File: config.mk
export PLATFORM = sky130hd
export DESIGN_NAME = rtype_issue_unit
export DESIGN_NICKNAME = d
export VERILOG_FILES = /design/src/rtl/issue_pkg.sv /design/src/rtl/issue_scoreboard.sv /design/src/rtl/rtype_issue_unit.sv
export SDC_FILE = /design/constraint.sdc
export NUM_CORES = 1
export LEC_CHECK = 0
export ABC_AREA = 1
export CAP_MARGIN = 5
export CORE_UTILIZATION = 30
export CTS_CLUSTER_DIAMETER = 150
export DETAILED_ROUTE_END_ITERATION = 7
export REMOVE_ABC_BUFFERS = 1
export SETUP_SLACK_MARGIN = 0.1
export SLEW_MARGIN = 20
export SYNTH_ARGS = -nofsm -noshare
export SYNTH_HDL_FRONTEND = slang
export SYNTH_SLANG_ARGS = --single-unit
File: constraint.sdc
create_clock -name clk -period 2.06 [get_ports clk]
set_clock_uncertainty 0.15 [all_clocks]
set_input_delay 0.412 -clock clk [delete_from_list [all_inputs] [get_ports clk]]
set_output_delay 0.412 -clock clk [all_outputs]
set_load 0.005 [all_outputs]
File: src/rtl/issue_pkg.sv
// -----------------------------------------------------------------------------
// issue_pkg
// Shared definitions for the R-type issue unit: opcode constants, ALUop
// encodings, the issue FSM state type, the decoded-instruction struct and
// the decode function used by the top level.
// -----------------------------------------------------------------------------
package issue_pkg;

    localparam logic [5:0] OP_RTYPE = 6'b000000;
    localparam logic [5:0] OP_LW    = 6'b100011;
    localparam logic [5:0] OP_SW    = 6'b101011;
    localparam logic [5:0] OP_BEQ   = 6'b000100;

    localparam logic [1:0] ALUOP_MEM = 2'b00;
    localparam logic [1:0] ALUOP_BR  = 2'b01;
    localparam logic [1:0] ALUOP_R   = 2'b10;

    typedef enum logic [1:0] {IDLE, ISSUE, STALL} state_e;

    typedef struct packed {
        logic [4:0] rs1;
        logic [4:0] rs2;
        logic [4:0] rd;
        logic       we;
        logic       reads_rs1;
        logic       reads_rs2;
        logic [1:0] ALUop;
        logic [5:0] func;
        logic       legal;
    } dec_t;

    // Fields an opcode does not define (rd/func for sw and beq, rs2 for lw)
    // decode to 0 so the datapath sees a deterministic value.
    function automatic dec_t decode(input logic [31:0] w);
        dec_t d;
        d = '0;
        case (w[31:26])
            OP_RTYPE: begin
                d.rs1 = w[25:21]; d.rs2 = w[20:16]; d.rd = w[15:11];
                d.we = 1'b1; d.reads_rs1 = 1'b1; d.reads_rs2 = 1'b1;
                d.ALUop = ALUOP_R; d.func = w[5:0]; d.legal = 1'b1;
            end
            OP_LW: begin
                d.rs1 = w[25:21]; d.rd = w[20:16];
                d.we = 1'b1; d.reads_rs1 = 1'b1;
                d.ALUop = ALUOP_MEM; d.legal = 1'b1;
            end
            OP_SW: begin
                d.rs1 = w[25:21]; d.rs2 = w[20:16];
                d.reads_rs1 = 1'b1; d.reads_rs2 = 1'b1;
                d.ALUop = ALUOP_MEM; d.legal = 1'b1;
            end
            OP_BEQ: begin
                d.rs1 = w[25:21]; d.rs2 = w[20:16];
                d.reads_rs1 = 1'b1; d.reads_rs2 = 1'b1;
                d.ALUop = ALUOP_BR; d.legal = 1'b1;
            end
            default: d.legal = 1'b0;
        endcase
        return d;
    endfunction

endpackage

File: src/rtl/issue_scoreboard.sv
// -----------------------------------------------------------------------------
// issue_scoreboard
// WB_LAT-deep shift register of {wr, rd} for in-flight RF writes, advanced
// every cycle, plus the RAW hazard compare against the held instruction.
// Ports:
//   clk, rst_n           clock, async active-low reset
//   i_push_wr, i_push_rd entry shifted in this cycle (wr=0 for bubbles)
//   i_rs1, i_rs2         source registers of the held instruction
//   i_rd_rs1, i_rd_rs2   which sources the held instruction actually reads
//   o_hazard             some in-flight write targets a read source
// -----------------------------------------------------------------------------
module issue_scoreboard #(
    parameter int WB_LAT = 2
) (
    input  logic       clk,
    input  logic       rst_n,
    input  logic       i_push_wr,
    input  logic [4:0] i_push_rd,
    input  logic [4:0] i_rs1,
    input  logic [4:0] i_rs2,
    input  logic       i_rd_rs1,
    input  logic       i_rd_rs2,
    output logic       o_hazard
);

    logic [WB_LAT-1:0]      r_wr;
    logic [WB_LAT-1:0][4:0] r_rd;

    always_ff @(posedge clk or negedge rst_n) begin
        if (!rst_n) begin
            r_wr <= '0;
            r_rd <= '0;
        end else begin
            r_wr[0] <= i_push_wr;
            r_rd[0] <= i_push_rd;
            for (int i = 1; i < WB_LAT; i++) begin
                r_wr[i] <= r_wr[i-1];
                r_rd[i] <= r_rd[i-1];
            end
        end
    end

    // $0 is compared like any other register: the RF here does not hard-wire it.
    always_comb begin
        o_hazard = 1'b0;
        for (int i = 0; i < WB_LAT; i++) begin
            if (r_wr[i] && ((i_rd_rs1 && r_rd[i] == i_rs1) ||
                            (i_rd_rs2 && r_rd[i] == i_rs2)))
                o_hazard = 1'b1;
        end
    end

endmodule

File: src/rtl/rtype_issue_unit.sv
// -----------------------------------------------------------------------------
// rtype_issue_unit
// Accepts MIPS-style instruction words over valid/ready into a one-entry hold
// register, decodes them into ALU/ALUControl/RF control fields and issues at
// most one per cycle, inserting bubbles while a read source has an RF write
// still in flight.
// Ports:
//   clk, rst_n                  clock, async active-low reset
//   instr_valid, instr          upstream instruction word
//   instr_ready                 hold register can take a word this cycle
//   issue_valid                 registered fields carry a real instruction
//   rs1, rs2, rd, we            RF addresses / write enable
//   ALUop, func                 to ALUControl
//   illegal                     one-cycle pulse: unsupported opcode dropped
//   issued_cnt, bubble_cnt      only with ISSUE_STATS_EN defined
// Optional feature macro: ISSUE_STATS_EN (issue/bubble counters).
// -----------------------------------------------------------------------------
module rtype_issue_unit
    import issue_pkg::*;
#(
    parameter int WB_LAT = 2,
    parameter int XLEN   = 32
) (
    input  logic            clk,
    input  logic            rst_n,
    input  logic            instr_valid,
    input  logic [XLEN-1:0] instr,
    output logic            instr_ready,
    output logic            issue_valid,
    output logic [4:0]      rs1,
    output logic [4:0]      rs2,
    output logic [4:0]      rd,
    output logic            we,
    output logic [1:0]      ALUop,
    output logic [5:0]      func,
    output logic            illegal
`ifdef ISSUE_STATS_EN
    ,
    output logic [31:0]     issued_cnt,
    output logic [31:0]     bubble_cnt
`endif
);

    state_e          r_state, w_next;
    logic [XLEN-1:0] r_hold;
    dec_t            w_dec;
    logic            w_hold_valid, w_hazard, w_fire, w_drop, w_accept;

    logic       r_issue_valid, r_we, r_illegal;
    logic [4:0] r_rs1, r_rs2, r_rd;
    logic [1:0] r_aluop;
    logic [5:0] r_func;

    assign w_dec        = decode(r_hold);
    assign w_hold_valid = (r_state != IDLE);
    assign w_accept     = instr_valid & instr_ready;

    issue_scoreboard #(.WB_LAT(WB_LAT)) u_sb (
        .clk      (clk),
        .rst_n    (rst_n),
        .i_push_wr(w_fire & w_dec.we),
        .i_push_rd(w_dec.rd),
        .i_rs1    (w_dec.rs1),
        .i_rs2    (w_dec.rs2),
        .i_rd_rs1 (w_dec.reads_rs1),
        .i_rd_rs2 (w_dec.reads_rs2),
        .o_hazard (w_hazard)
    );

    // State register (reset drops any held word)
    always_ff @(posedge clk or negedge rst_n) begin
        if (!rst_n) r_state <= IDLE;
        else        r_state <= w_next;
    end

    // Next state. The hazard is re-evaluated every held cycle, so a STALL
    // fires in the same cycle the hazard clears rather than a cycle later.
    always_comb begin
        w_next = r_state;
        case (r_state)
            IDLE:    if (w_accept) w_next = ISSUE;
            default: begin
                if (w_fire || w_drop) w_next = w_accept ? ISSUE : IDLE;
                else                  w_next = STALL;
            end
        endcase
    end

    // FSM outputs
    always_comb begin
        w_fire      = w_hold_valid & w_dec.legal & ~w_hazard;
        w_drop      = w_hold_valid & ~w_dec.legal;
        instr_ready = ~w_hold_valid | w_fire;
    end

    always_ff @(posedge clk or negedge rst_n) begin
        if (!rst_n) r_hold <= '0;
        else if (w_accept) r_hold <= instr;
    end

    // Registered datapath fields; they keep their last values across bubbles.
    always_ff @(posedge clk or negedge rst_n) begin
        if (!rst_n) begin
            r_issue_valid <= 1'b0;
            r_we          <= 1'b0;
            r_illegal     <= 1'b0;
            r_rs1         <= '0;
            r_rs2         <= '0;
            r_rd          <= '0;
            r_aluop       <= ALUOP_MEM;
            r_func        <= '0;
        end else begin
            r_issue_valid <= w_fire;
            r_we          <= w_fire & w_dec.we;
            r_illegal     <= w_drop;
            if (w_fire) begin
                r_rs1   <= w_dec.rs1;
                r_rs2   <= w_dec.rs2;
                r_rd    <= w_dec.rd;
                r_aluop <= w_dec.ALUop;
                r_func  <= w_dec.func;
            end
        end
    end

    assign issue_valid = r_issue_valid;
    assign we          = r_we;
    assign illegal     = r_illegal;
    assign rs1         = r_rs1;
    assign rs2         = r_rs2;
    assign rd          = r_rd;
    assign ALUop       = r_aluop;
    assign func        = r_func;

`ifdef ISSUE_STATS_EN
    logic [31:0] r_issued_cnt, r_bubble_cnt;

    // A stalled cycle is one where a held instruction is blocked by a hazard;
    // each such cycle yields exactly one bubble on the output.
    always_ff @(posedge clk or negedge rst_n) begin
        if (!rst_n) begin
            r_issued_cnt <= '0;
            r_bubble_cnt <= '0;
        end else begin
            if (w_fire)                  r_issued_cnt <= r_issued_cnt + 32'd1;
            if (w_hold_valid & w_hazard) r_bubble_cnt <= r_bubble_cnt + 32'd1;
        end
    end

    assign issued_cnt = r_issued_cnt;
    assign bubble_cnt = r_bubble_cnt;
`endif

endmodule

==> impl_metrics.py <==
metrics = {
    "global_route": {
        "grt-ovfl-total": 0,
        "grt_pass1_vias": 2624,
        "track_usage": 0.1601,
        "grt_max_degree": 67,
        "grt_pass1_wl_um": 12430,
        "antenna_found_initial": 0,
    },
    "routing": {
        "postRouteWirelength_um": 7985,
        "drt_pre_antenna_iters": 4,
        "wl_per_cell_um": 13.70,
        "drc": 0,
        "vias": 2603,
        "drtIter0Drc": 131,
        "ant_nets": 0,
        "via_per_inst": 4.465,
    },
    "synthesis": {
        "yosysWarnings": 0,
        "synthTopCellsByCount": "nand2_1 (136), dfrtp_1 (66), nand3_1 (34)",
        "synth.most_common_cell": "nand2_1",
        "synth-seq-cells": 66,
        "synth_top_area_frac": 0.5656,
        "synth-edff-count": 0,
        "yosysUniqueCellTypes": 26,
        "synth_top_area_cell": "dfrtp_1",
        "synth_flop_cell": "dfrtp_1",
        "synthTopCellsByArea": "dfrtp_1 (57%), nand2_1 (17%), nand3_1 (5.8%)",
        "synthCells": 343,
        "async_flop_share": 1.000,
        "syn_area_um2": 2920,
        "synth-seq-area-share": 0.5656,
        "syn_avg_cell_area_um2": 8.514,
    },
    "setup_path": {
        "reg2reg_slack_ns": -0.42,
        "path_class": "reg -> out",
        "endpoint_kind": "primary output",
        "worst_path_most_repeated_cell": "nand2_1",
        "critPathRequiredTime_ns": 1.50,
        "rr_endpoint": "r_hold[18]",
        "cp.arrival_ns": 2.03,
        "crit_family": "simple AND/OR/NAND/NOR gates",
        "startpoint_type": "flip-flop",
        "slowest_delay_ns": 0.44,
        "timing.rr.start": "r_hold[30]",
        "crit_chain": "inv_1 -> nand2_1 -> nor2_2 -> o21ai_2 -> nand2_4 -> nand3_1 -> nand2_1 -> inv_1 -> nand2_1 -> nand2_1 -> nand2_2 -> nand3_4 -> nand2_4 -> buf_6",
        "slowest_stage": "dfrtp_2",
        "critPathMaxFanout": 6,
        "cp_num_buf_inv": 3,
        "reg2regPathDepth": 20,
    },
    "timing": {
        "tightest_slew_ns": 0.3544,
        "rsz0062_at_grt": "true",
        "slew_headroom": 0.7637,
        "setup_violations": 55,
        "finalHoldViolations": 0,
        "finalWorstSetupSlack_ns": -0.5346,
        "fmax_mhz": 385.4,
        "timing.setup.tns_ns": -16.93,
        "hold_slack_ns": 0.2329,
        "finalMaxSlewViolations": 0,
        "period_share": 1.260,
        "period_minus_slack_ns": 2.595,
    },
    "clocking": {
        "cts_max_level": 3,
        "cts_root_buf": "clkbuf_8",
        "cts_buffer_depth": 2,
        "cts_buffers": 9,
        "clk_latency_ns": 0.35,
        "cts_tree": "done",
        "cts.clk_slew.worst_paths_ns": 0.08,
        "cts.sinks": 66,
    },
    "power": {
        "leakage_uw": 0.002237,
        "total_power_uw": 4847,
        "power-per-cell-area_nw_per_um2": 1070,
        "ir_drop_mv": 0.4521,
    },
    "hold_path": {
        "min_to": "u_sb.r_rd[8]",
        "min_from": "u_sb.r_rd[3]",
        "hp-class": "reg -> reg",
        "holdPathStages": 0,
    },
    "job": {
        "drv_cap": 0,
    },
    "die": {
        "initial_core_util": 0.3131,
        "dieArea_um2": 10130,
        "design.core.area_um2": 9328,
        "rows": 35,
        "die_y_um": 100.7,
        "die_w_um": 100.7,
        "ios": 62,
    },
    "placement": {
        "dp.cells": 546,
        "io_buffers": 56,
        "gp_congestion": 0.7882,
        "hpwlAfterDp_um": 4875,
    },
    "status": {
        "violations": "setup timing",
        "status": "complete, but fails checks",
    },
    "finish": {
        "multi_input_area_um2": 1260,
        "final_cells": 583,
        "drive_gt1_frac": 0.2577,
        "area_growth_pct": 55.18,
        "num_antenna_cells": 0,
        "fillCellCount": 885,
        "final_nets": 484,
        "regArea_um2": 1657,
    },
}
[metrics by stage]
| step | util | area, um2 | setup WS, ns |
|---|---|---|---|
| 2_1_floorplan | - | 2840 | -0.2807 |
| 3_3_place_gp | 0.4082 | 3807 | -0.4135 |
| 3_5_place_dp | 0.4082 | 3807 | -0.4999 |
| 4_1_cts | 0.4500 | 4198 | -0.4863 |
| 5_1_grt | 0.4858 | 4532 | -0.6150 |
| 6_report | 0.4858 | 4532 | -0.5346 |
[sequential cells by signal, summed over array words and instances, names as in the netlist]
name / count
rs1: 5
illegal: 1
r_hold: 27
issue_valid: 1
rd: 5
r_state: 2
u_sb.r_rd: 10
u_sb.r_wr: 2
ALUop: 2
func: 6
rs2: 5
[layout make-up]
type / instances / area share
well taps: 129 / 0.03562
flip-flops and latches: 66 / 0.3655
inverters: 32 / 0.02650
repair buffers: 107 / 0.2496
clock buffers: 9 / 0.02733
multi-input cells: 233 / 0.2780
clock inverters: 7 / 0.01739
[placed cells by master, fill, tap and decap left out, drive strengths merged, types with 2 or more instances in the layout]
cell type	netlist	layout
a21oi	2	2
a22oi	3	3
buf	10	49
clkbuf	2	11
clkdlybuf4s50	0	54
clkinv	0	5
dfrtp	66	66
inv	32	33
nand2	142	142
nand3	36	36
nor2	19	19
o211ai	2	2
o21a	2	2
o21ai	17	17
xnor2	6	6
xor2	2	2
[cells by family after synthesis]
kind of cell | synth area share
flops | 0.5656
compound gates | 0.05055
buf+inv | 0.06855
xor+xnor | 0.02399
simple gates | 0.2913
[worst max-delay path by stage]
| stage | from | to | slack [ns] | depth (start not counted) |
|---|---|---|---|---|
| after floorplan | r_hold[31] | r_hold[0] | -0.28 | 13 |
| after global placement | r_hold[27] | instr_ready | -0.41 | 12 |
| after detailed placement | r_hold[31] | instr_ready | -0.50 | 12 |
| after CTS | r_hold[30] | instr_ready | -0.49 | 13 |
| after global routing | r_hold[30] | instr_ready | -0.62 | 14 |
| final | r_hold[30] | instr_ready | -0.53 | 14 |
[worst register-to-register path, cell delays in order, from the launching register on]
cell       delay, ns
dfrtp_2         0.44
inv_1           0.07
nand2_1         0.06
nor2_2          0.15
o21ai_2         0.09
nand2_4         0.11
nand2_4         0.07
nand2_1         0.07
nand2_1         0.07
inv_1           0.07
nand2_1         0.05
nand2_1         0.09
nand2_2         0.07
nand3_4         0.07
nand2_4         0.06
buf_4           0.14
buf_8           0.13
buf_12          0.14
clkbuf_16       0.16
nand3_2         0.06
nand2_1         0.05
[routing by layer]
metal  track usage  wire length (um)
met3       0.04092               317
met2        0.2777              4047
met4       0.04571                41
met1        0.1965              3579
met5             0                 0
[where the power goes]
part,leakage [uW],switching [uW],internal [uW]
Combinational,0.00127,825,1020
Clock,0.000104,548,569
Sequential,0.000861,271,1620
Total,0.00224,1640,3200
[what timing repair did]
| action | 4_1_cts | 5_1_grt |
|---|---|---|
| resized for setup | 21 | 48 |
| cloned | 3 | 3 |
| buffers inserted | 4 | 10 |
| hold buffers | 1 | 0 |
| setup endpoints to repair | 55 | 55 |
| endpoints found under the hold margin | 66 | 0 |
| pin swaps | 10 | 25 |
Note: power is estimated with default switching activity, not from simulation.
